### src/rtl/slot_bus_sampler.sv
// Slot bus front end: synchronizes and deglitches the async strobe, captures
// qualified rising-edge events into a FWFT FIFO and flags overflow / stuck strobe.
module slot_bus_sampler #(
  parameter int FILTER_LEN = 3,
  parameter int FIFO_DEPTH = 4,
  parameter int TIMEOUT    = 2000
) (
  input  logic       clk_20mhz,
  input  logic       reset,
  input  logic       slot_x,
  input  logic       clk_rw,
  input  logic       ax_d,
  input  logic       r_wx,
  input  logic [7:0] data_in,
  output logic       ev_valid,
  input  logic       ev_ready,
  output logic [7:0] ev_data,
  output logic       ev_ax_d,
  output logic       ev_r_wx,
  output logic [7:0] ev_count,
  output logic       overflow,
  input  logic       ovf_clear,
  output logic       stuck
);
  localparam int AW = (FIFO_DEPTH > 1) ? $clog2(FIFO_DEPTH) : 1;
  localparam int TW = $clog2(TIMEOUT + 1);

  typedef struct packed {
    logic [7:0] data;
    logic       ax_d;
    logic       r_wx;
  } ev_t;

  // bus bits: {slot_x, clk_rw, ax_d, r_wx, data_in}
  logic [1:0][11:0] sync;
  logic             s_slot_x, s_clk_rw, s_ax_d, s_r_wx;
  logic [7:0]       s_data;

  always_ff @(posedge clk_20mhz) begin
    if (reset) sync <= '0;
    else       sync <= {sync[0], {slot_x, clk_rw, ax_d, r_wx, data_in}};
  end

  assign {s_slot_x, s_clk_rw, s_ax_d, s_r_wx, s_data} = sync[1];

  // Strobe deglitch: a new level must persist FILTER_LEN cycles.
  logic       filt, filt_q;
  logic [3:0] fcnt;

  always_ff @(posedge clk_20mhz) begin
    if (reset) begin
      filt   <= 1'b1;
      filt_q <= 1'b1;
      fcnt   <= '0;
    end else begin
      filt_q <= filt;
      if (s_clk_rw == filt) begin
        fcnt <= '0;
      end else if (fcnt == 4'(FILTER_LEN - 1)) begin
        filt <= ~filt;
        fcnt <= '0;
      end else begin
        fcnt <= fcnt + 4'd1;
      end
    end
  end

  // Bus fields are captured when the rise first shows up, before qualification.
  ev_t  snap;
  logic snap_slot_x;

  always_ff @(posedge clk_20mhz) begin
    if (reset) begin
      snap        <= '0;
      snap_slot_x <= 1'b1;
    end else if (s_clk_rw && !filt && fcnt == '0) begin
      snap        <= '{data: s_data, ax_d: s_ax_d, r_wx: s_r_wx};
      snap_slot_x <= s_slot_x;
    end
  end

  logic push, pop, full, wr_en, drop;
  logic [AW:0]   cnt;
  logic [AW-1:0] wr_ptr, rd_ptr;
  ev_t           mem [FIFO_DEPTH];
  ev_t           head;

  assign push     = filt && !filt_q && !snap_slot_x;
  assign full     = (cnt == (AW+1)'(FIFO_DEPTH));
  assign ev_valid = (cnt != '0);
  assign pop      = ev_valid && ev_ready;
  assign wr_en    = push && (!full || pop);
  assign drop     = push && full && !pop;

  always_ff @(posedge clk_20mhz) begin
    if (reset) begin
      cnt    <= '0;
      wr_ptr <= '0;
      rd_ptr <= '0;
      for (int i = 0; i < FIFO_DEPTH; i++) mem[i] <= '0;
    end else begin
      if (wr_en) begin
        mem[wr_ptr] <= snap;
        wr_ptr      <= wr_ptr + AW'(1);
      end
      if (pop) rd_ptr <= rd_ptr + AW'(1);
      case ({wr_en, pop})
        2'b10:   cnt <= cnt + (AW+1)'(1);
        2'b01:   cnt <= cnt - (AW+1)'(1);
        default: cnt <= cnt;
      endcase
    end
  end

  assign head    = mem[rd_ptr];
  assign ev_data = head.data;
  assign ev_ax_d = head.ax_d;
  assign ev_r_wx = head.r_wx;

  always_ff @(posedge clk_20mhz) begin
    if (reset) begin
      ev_count <= '0;
      overflow <= 1'b0;
    end else begin
      if (wr_en) ev_count <= ev_count + 8'd1;
      // a fresh drop wins over a simultaneous clear
      if (drop)           overflow <= 1'b1;
      else if (ovf_clear) overflow <= 1'b0;
    end
  end

  logic [TW-1:0] tcnt;

  always_ff @(posedge clk_20mhz) begin
    if (reset || !filt)              tcnt <= '0;
    else if (tcnt != TW'(TIMEOUT))   tcnt <= tcnt + TW'(1);
  end

  assign stuck = (tcnt == TW'(TIMEOUT));
endmodule

### config.mk
export PLATFORM = sky130hd
export DESIGN_NAME = slot_bus_sampler
export DESIGN_NICKNAME = d
export VERILOG_FILES = /design/src/rtl/slot_bus_sampler.sv
export SDC_FILE = /design/constraint.sdc
export NUM_CORES = 1
export LEC_CHECK = 0
export BUFFER_PORTS_ARGS = -buffer_cell sky130_fd_sc_hd__buf_4
export CORE_MARGIN = 2
export CORE_UTILIZATION = 50
export DETAILED_ROUTE_END_ITERATION = 12
export PLACE_DENSITY_LB_ADDON = 0.08
export SKIP_CTS_REPAIR_TIMING = 1
export SYNTH_ARGS = -nofsm -noshare
export SYNTH_HDL_FRONTEND = slang
export SYNTH_SLANG_ARGS = --single-unit
### constraint.sdc
create_clock -name clk_20mhz -period 7.7 [get_ports clk_20mhz]
set_input_delay 0 -clock clk_20mhz [delete_from_list [all_inputs] [get_ports clk_20mhz]]
set_output_delay 0 -clock clk_20mhz [all_outputs]
set_load 0.005 [all_outputs]
=== Word level (Yosys, flattened, before mapping) ===
Memories as Yosys holds them, arrays and structs flattened. A register that Yosys moved wholly into a read port is not among the register bits.
Index checks and enable logic that the tools add are counted.

* Register bits: 68
* RAM bits: 40
* Bits of input ports: 16
* Output and inout bits: 21
* Logic and storage cells: 67
* Memories: 1

* $add $sub $neg: 7
* Equality and inequality tests: 7
* Multiplexer cells: 13
* Bitwise logic cells: 2
* Reduce and logical (&&, ||, !) cells: 22

{| class="wikitable"
|+ Memories
! name !! depth !! bits a word !! read ports !! clocked after memory_dff !! wr ports !! RTL line !! text
|-
| mem || 4 || 10 || 1 || 1 || 4 || 85 || <nowiki>ev_t mem [FIFO_DEPTH];</nowiki>
|}

{| class="wikitable"
|+ Operators by type and width
! operator !! number
|-
| $add A11 B1 Y11 const B || 1
|-
| $eq A11 B11 Y1 const B || 1
|-
| $ne A11 B11 Y1 const B || 1
|-
| $mux W10 || 1
|-
| $reduce_or A10 Y1 || 1
|-
| $add A8 B1 Y8 const B || 1
|-
| $logic_and A1 B1 Y1 || 8
|-
| $mux W1 || 8
|-
| $mux W2 || 3
|-
| $pmux W3 S2 || 1
|-
| $logic_not A1 Y1 || 5
|-
| $add A2 B1 Y2 const B || 2
|-
| $add A4 B1 Y4 const B || 1
|-
| $eq A4 B2 Y1 const B || 1
|-
| $logic_not A4 Y1 || 1
|-
| $reduce_bool A2 Y1 || 2
|-
| $add A3 B1 Y3 const B || 1
|-
| $eq A3 B3 Y1 const B || 1
|-
| $reduce_bool A3 Y1 || 1
|-
| $reduce_or A3 Y1 || 1
|-
| $sub A3 B1 Y3 const B || 1
|-
| $eq A2 B1 Y1 const B || 1
|-
| $eq A2 B2 Y1 const B || 1
|-
| $logic_or A1 B1 Y1 || 2
|-
| 3 further kinds || 4
|}

=== Depth between registers and ports, before layout ===
* Depth in word-level cells: 9
* Gate-level depth with buffers: 10
* Gate-level depth less buffers: 8

=== Worst setup path after synthesis ===
OpenSTA, ideal clock, no wires.

* Path type: reg-to-reg
* Start: register cnt[0]
* End: register cnt[2]
* Setup time: 0.070 ns
* Arrival time: 2.444 ns
* Required time: 7.630 ns
* Path slack: 5.186 ns
* Stages on the path, launching flop included: 11
* Buffers on the path: 2
* Period minus slack after synthesis: 2.514 ns
* Cell sequence: dfxtp_1 -> or4b_1 -> clkbuf_1 -> nand2_1 -> buf_2 -> ha_1 -> inv_1 -> fa_1 -> xor2_1 -> or3_1 -> a21oi_1

* Longest elaborated chain between the ends: 6
* Elaborated cells between the ends (all ways): 12
* Classes of those cells: 2 x add/sub; 3 x eq/ne; 1 x mux; 6 x reduce/logical

{| class="wikitable"
|+ Ends and longest elaborated chain
! what !! RTL line !! text
|-
| start: declaration || 83 || <nowiki>logic [AW:0] cnt;</nowiki>
|-
| start signal: assignment || 108 || <nowiki>2'b10: cnt <= cnt + (AW+1)'(1);</nowiki>
|-
| start signal: assignment || 109 || <nowiki>2'b01: cnt <= cnt - (AW+1)'(1);</nowiki>
|-
| start signal: assignment || 110 || <nowiki>default: cnt <= cnt;</nowiki>
|-
| $eq A3 B3 Y1 or $reduce_bool A3 Y1 (tied branches) || 89, 90 ||
|-
| $logic_not A1 Y1 or $logic_and A1 B1 Y1 (tied branches) || 92, 91 ||
|-
| $logic_or A1 B1 Y1 || 92 || <nowiki>assign wr_en = push && (!full || pop);</nowiki>
|-
| $logic_and A1 B1 Y1 || 92 ||
|-
| $eq A2 B1 Y1 or $eq A2 B2 Y1 (tied branches) || 107 || <nowiki>case ({wr_en, pop})</nowiki>
|-
| $pmux W3 S2 or $reduce_bool A2 Y1 (tied branches) || -- ||
|}

Parallel ways exist; a longest one is shown, timed or not.
A chain may end at the register's enable or synchronous reset.

=== Worst setup path in the final report ===
Same ends and word-level chain as after synthesis.

==> impl_results.md <==
* Worst Tran Pin Value at between 600 and 700 ps
* Clk_lat worst skew at 360 ps
* Max incr delay on CP at 690 ps
* Final hold vios at 0
* Setup_tns at 0 ps
* Seq/Total Area, Yosys at 0.588
* Placed instance count at ~520
* Number of global-route vias before repair at about 2.5k
* Non-Filler Instances at 553
* # port buffers at 36
* Die Ht at slightly below 100 µm
* Pre-antenna DRT Iters at 4
* Net Sw Power at roughly 0.25 mW
* Yosys warns at 0
* Clock sink count at 110
* Critical Path RT at 7990 ps
* CP max FO at 11
* Initial core utilization at 0.512
* Arrival @ worst endpoint at 3100 ps
* Critical path class: register to register
* Synthesized cell area at 4420 µm²
* Mapped Avg Cell Area at 11.1 µm²
* HP Class: input pin to register
* Crit path capture type: register
* Post-synthesis net count at 423
* Clk pwr share at 0.306
* Relative slew slack at 0.547
* Count of pins over their slew limit at 0
* Worst Setup Start Kind: register
* Status: completed
* Finished Cell Area at between 5000 and 6000 µm²
* Internal power at between 0.8 and 0.9 mW
* Final-stage net count at ~470
* CTS Buf Count at 9
* Diodes inserted at 0
* Hpwl dp at slightly below 5000 µm
* Wire per inst at around 13 µm
* Seq pwr share at 0.609
* Remaining antenna violation count at 0
* Period utilization at 0.364
* Largest net degree at the start of global routing at 75
* Synth Register Bits at 110
* Die width at 98.1 µm
* Routed WL at 7270 µm
* Core footprint at 8640 µm²
* Row Count at 34
* Share of flip-flops with an asynchronous set or reset at 0
* Via/cell ratio at slightly above 5
* DRC viols at 0
* Delay-heaviest family, CP: simple AND/OR/NAND/NOR gates
* Layout area overhead at 14.4%
* Final setup fails at 0
* Unrepaired setup endpoints after global routing: no
* Gate power share at 0.085
* Clk pin slew, worst setup/hold paths at 100 ps
* H-tree depth at 3
* Fraction of layout cells with a size suffix above 1 at 0.162
* Initial antenna violation count at 0
* Max Cap Viol at 0
* Net switching share of the total power at 0.231
* Leakage power at ~1.8 nW
* CP Cell Sequence: or4b_1, nand2_1, ha_1, inv_1, fa_1, xor2_1, or3_1, a21oi_1
* Maximum buffer depth of the clock tree at 2
* Post-DP Area at approximately 4700 µm²
* Hold_ws at approximately 110 ps
* Slowest cell on crit path: or4b_1
* Maximum VDD drop at between 0.1 and 0.15 mV
* Synthesized netlist cell count at 398
* Placer Congestion at between 0.7 and 0.8
* Max Fclk at 357 MHz
* I/O pins at 37
* DRT iter0 DRCs at 173
* Final worst path period need at 2800 ps
* Synth cell types at 46
* First-pass GRT wire length at around 12000 µm
* PwrDens at roughly 210 nW/µm²
* TritonCTS clock tree: done
* Clock root cell: clkbuf_8
* Critical path buffers and inverters at 1
* Via count at 2872
* GRT overflow at 0
* Clock skew at 12.8 ps
* Number of synthesized flops with an enable pin at 40
* Die ar. at 9610 µm²
* Ys flop type: dfxtp_1
* GRT Overall Usage at 0.156
* Final Core Density at 0.586
-- cells in the mapped netlist (all sizes together), types with 2 or more instances --
master	number	area, µm²
dfxtp	70	1400
nor2	57	214
edfxtp	40	1200
nand2	32	120
nor2b	29	181
a21oi	26	130
nand2b	14	87.6
inv	12	45.0
buf	10	58.8
clkbuf	10	37.5
mux4	10	225
nand3	10	50.1
ha	8	100
nand4	7	43.8
o21ai	7	35.0
or3	7	43.8
or4	7	60.1
o31ai	6	45.0
xor2	6	52.6
mux2	3	33.8
nor4	3	18.8
xnor2	3	26.3
mux2i	2	20.0
nor4b	2	23.8
or4b	2	20.0
-- through the flow --
step                total power [mW]  setup WS [ps]
finish                          1.07           4900
global route                    1.12           4740
CTS                             1.08           4910
detailed placement             0.754           4940
global placement               0.750           5040
floorplan                      0.725           5190
-- final timing paths --
path | start | endpoint | slack, ps | depth (start not counted)
setup reg to reg | cnt[0] | cnt[2] | 4900 | 8
setup / recovery | cnt[0] | cnt[2] | 4900 | 8
hold reg to reg | s_data[4] | snap[6] | 420 | 2
hold / removal | ev_ready | rd_ptr[0] | 110 | 4
-- logic make-up after synthesis --
family | after synthesis | share of synthesized area
xor gates and xnor gates | 9 | 0.0178
AOI/OAI and AO/OA | 45 | 0.0591
muxes | 15 | 0.0631
DFF | 110 | 0.588
and+or+nand+nor | 178 | 0.212
adders and majority gates | 9 | 0.0272
buffers and inverters | 32 | 0.0320
-- cell usage in the layout (no fill, tap or decap), types with 2 or more instances in the layout --
master / netlist / final
mux4_2: 10 / 10
clkinv_2: 0 / 4
or3_1: 7 / 7
dfxtp_1: 70 / 70
nor4_1: 3 / 3
o21ai_0: 7 / 7
nand4_1: 7 / 7
inv_1: 12 / 12
or4_1: 5 / 5
nand2_1: 32 / 32
nor2b_1: 29 / 29
mux2_1: 2 / 2
edfxtp_1: 40 / 40
or4_4: 2 / 2
o31ai_1: 6 / 6
mux2i_1: 2 / 2
nor2_1: 57 / 57
clkbuf_1: 10 / 2
dlygate4sd3_1: 0 / 13
xnor2_1: 3 / 3
a21oi_1: 26 / 26
xor2_1: 6 / 6
nand2b_1: 14 / 14
clkbuf_8: 0 / 9
nand3_1: 10 / 10
ha_1: 8 / 8
buf_4: 0 / 38
-- worst min-delay path, stage by stage --
cell,delay [ps]
buf_4,100
o31a_1,180
xnor2_1,90
nor2_1,70
-- power by group through the flow --
stage	Combinational, mW	Clock [mW]	Sequential (mW)
floorplan	0.0672	0	0.658
global placement	0.0850	0	0.665
detailed placement	0.0867	0	0.667
CTS	0.0871	0.336	0.653
global route	0.105	0.356	0.659
finish	0.0908	0.327	0.652
-- state kept, by name (all words and copies together), names as in the netlist, named ones only --
| register | cells |
|---|---|
| mem | 40 |
| sync | 12 |
| tcnt | 11 |
| snap | 10 |
| ev_count | 8 |
| s_data | 8 |
| fcnt | 4 |
| cnt | 3 |
| rd_ptr | 2 |
| wr_ptr | 2 |
| filt | 1 |
| filt_q | 1 |
| overflow | 1 |
| s_ax_d | 1 |
| s_clk_rw | 1 |
| s_r_wx | 1 |
| s_slot_x | 1 |
| snap_slot_x | 1 |
-- area by class of cell --
class | count | area (µm²)
Clock inverter | 5 | 50.0
Fill cell | 746 | 3580
Inverter | 12 | 45.0
Clock buffer | 11 | 131
Timing Repair Buffer | 51 | 415
Sequential cell | 110 | 2600
Tap cell | 108 | 135
Multi-Input combinational cell | 256 | 1680
-- per-layer routing --
layer	up-vias	GRT usage	part of all wire
met5	-	0	0
li1	1468	-	-
met4	0	0.0577	0.013
met2	62	0.222	0.44
met3	8	0.0315	0.042
met1	1334	0.237	0.51
Power figures use the tool's default switching activity.
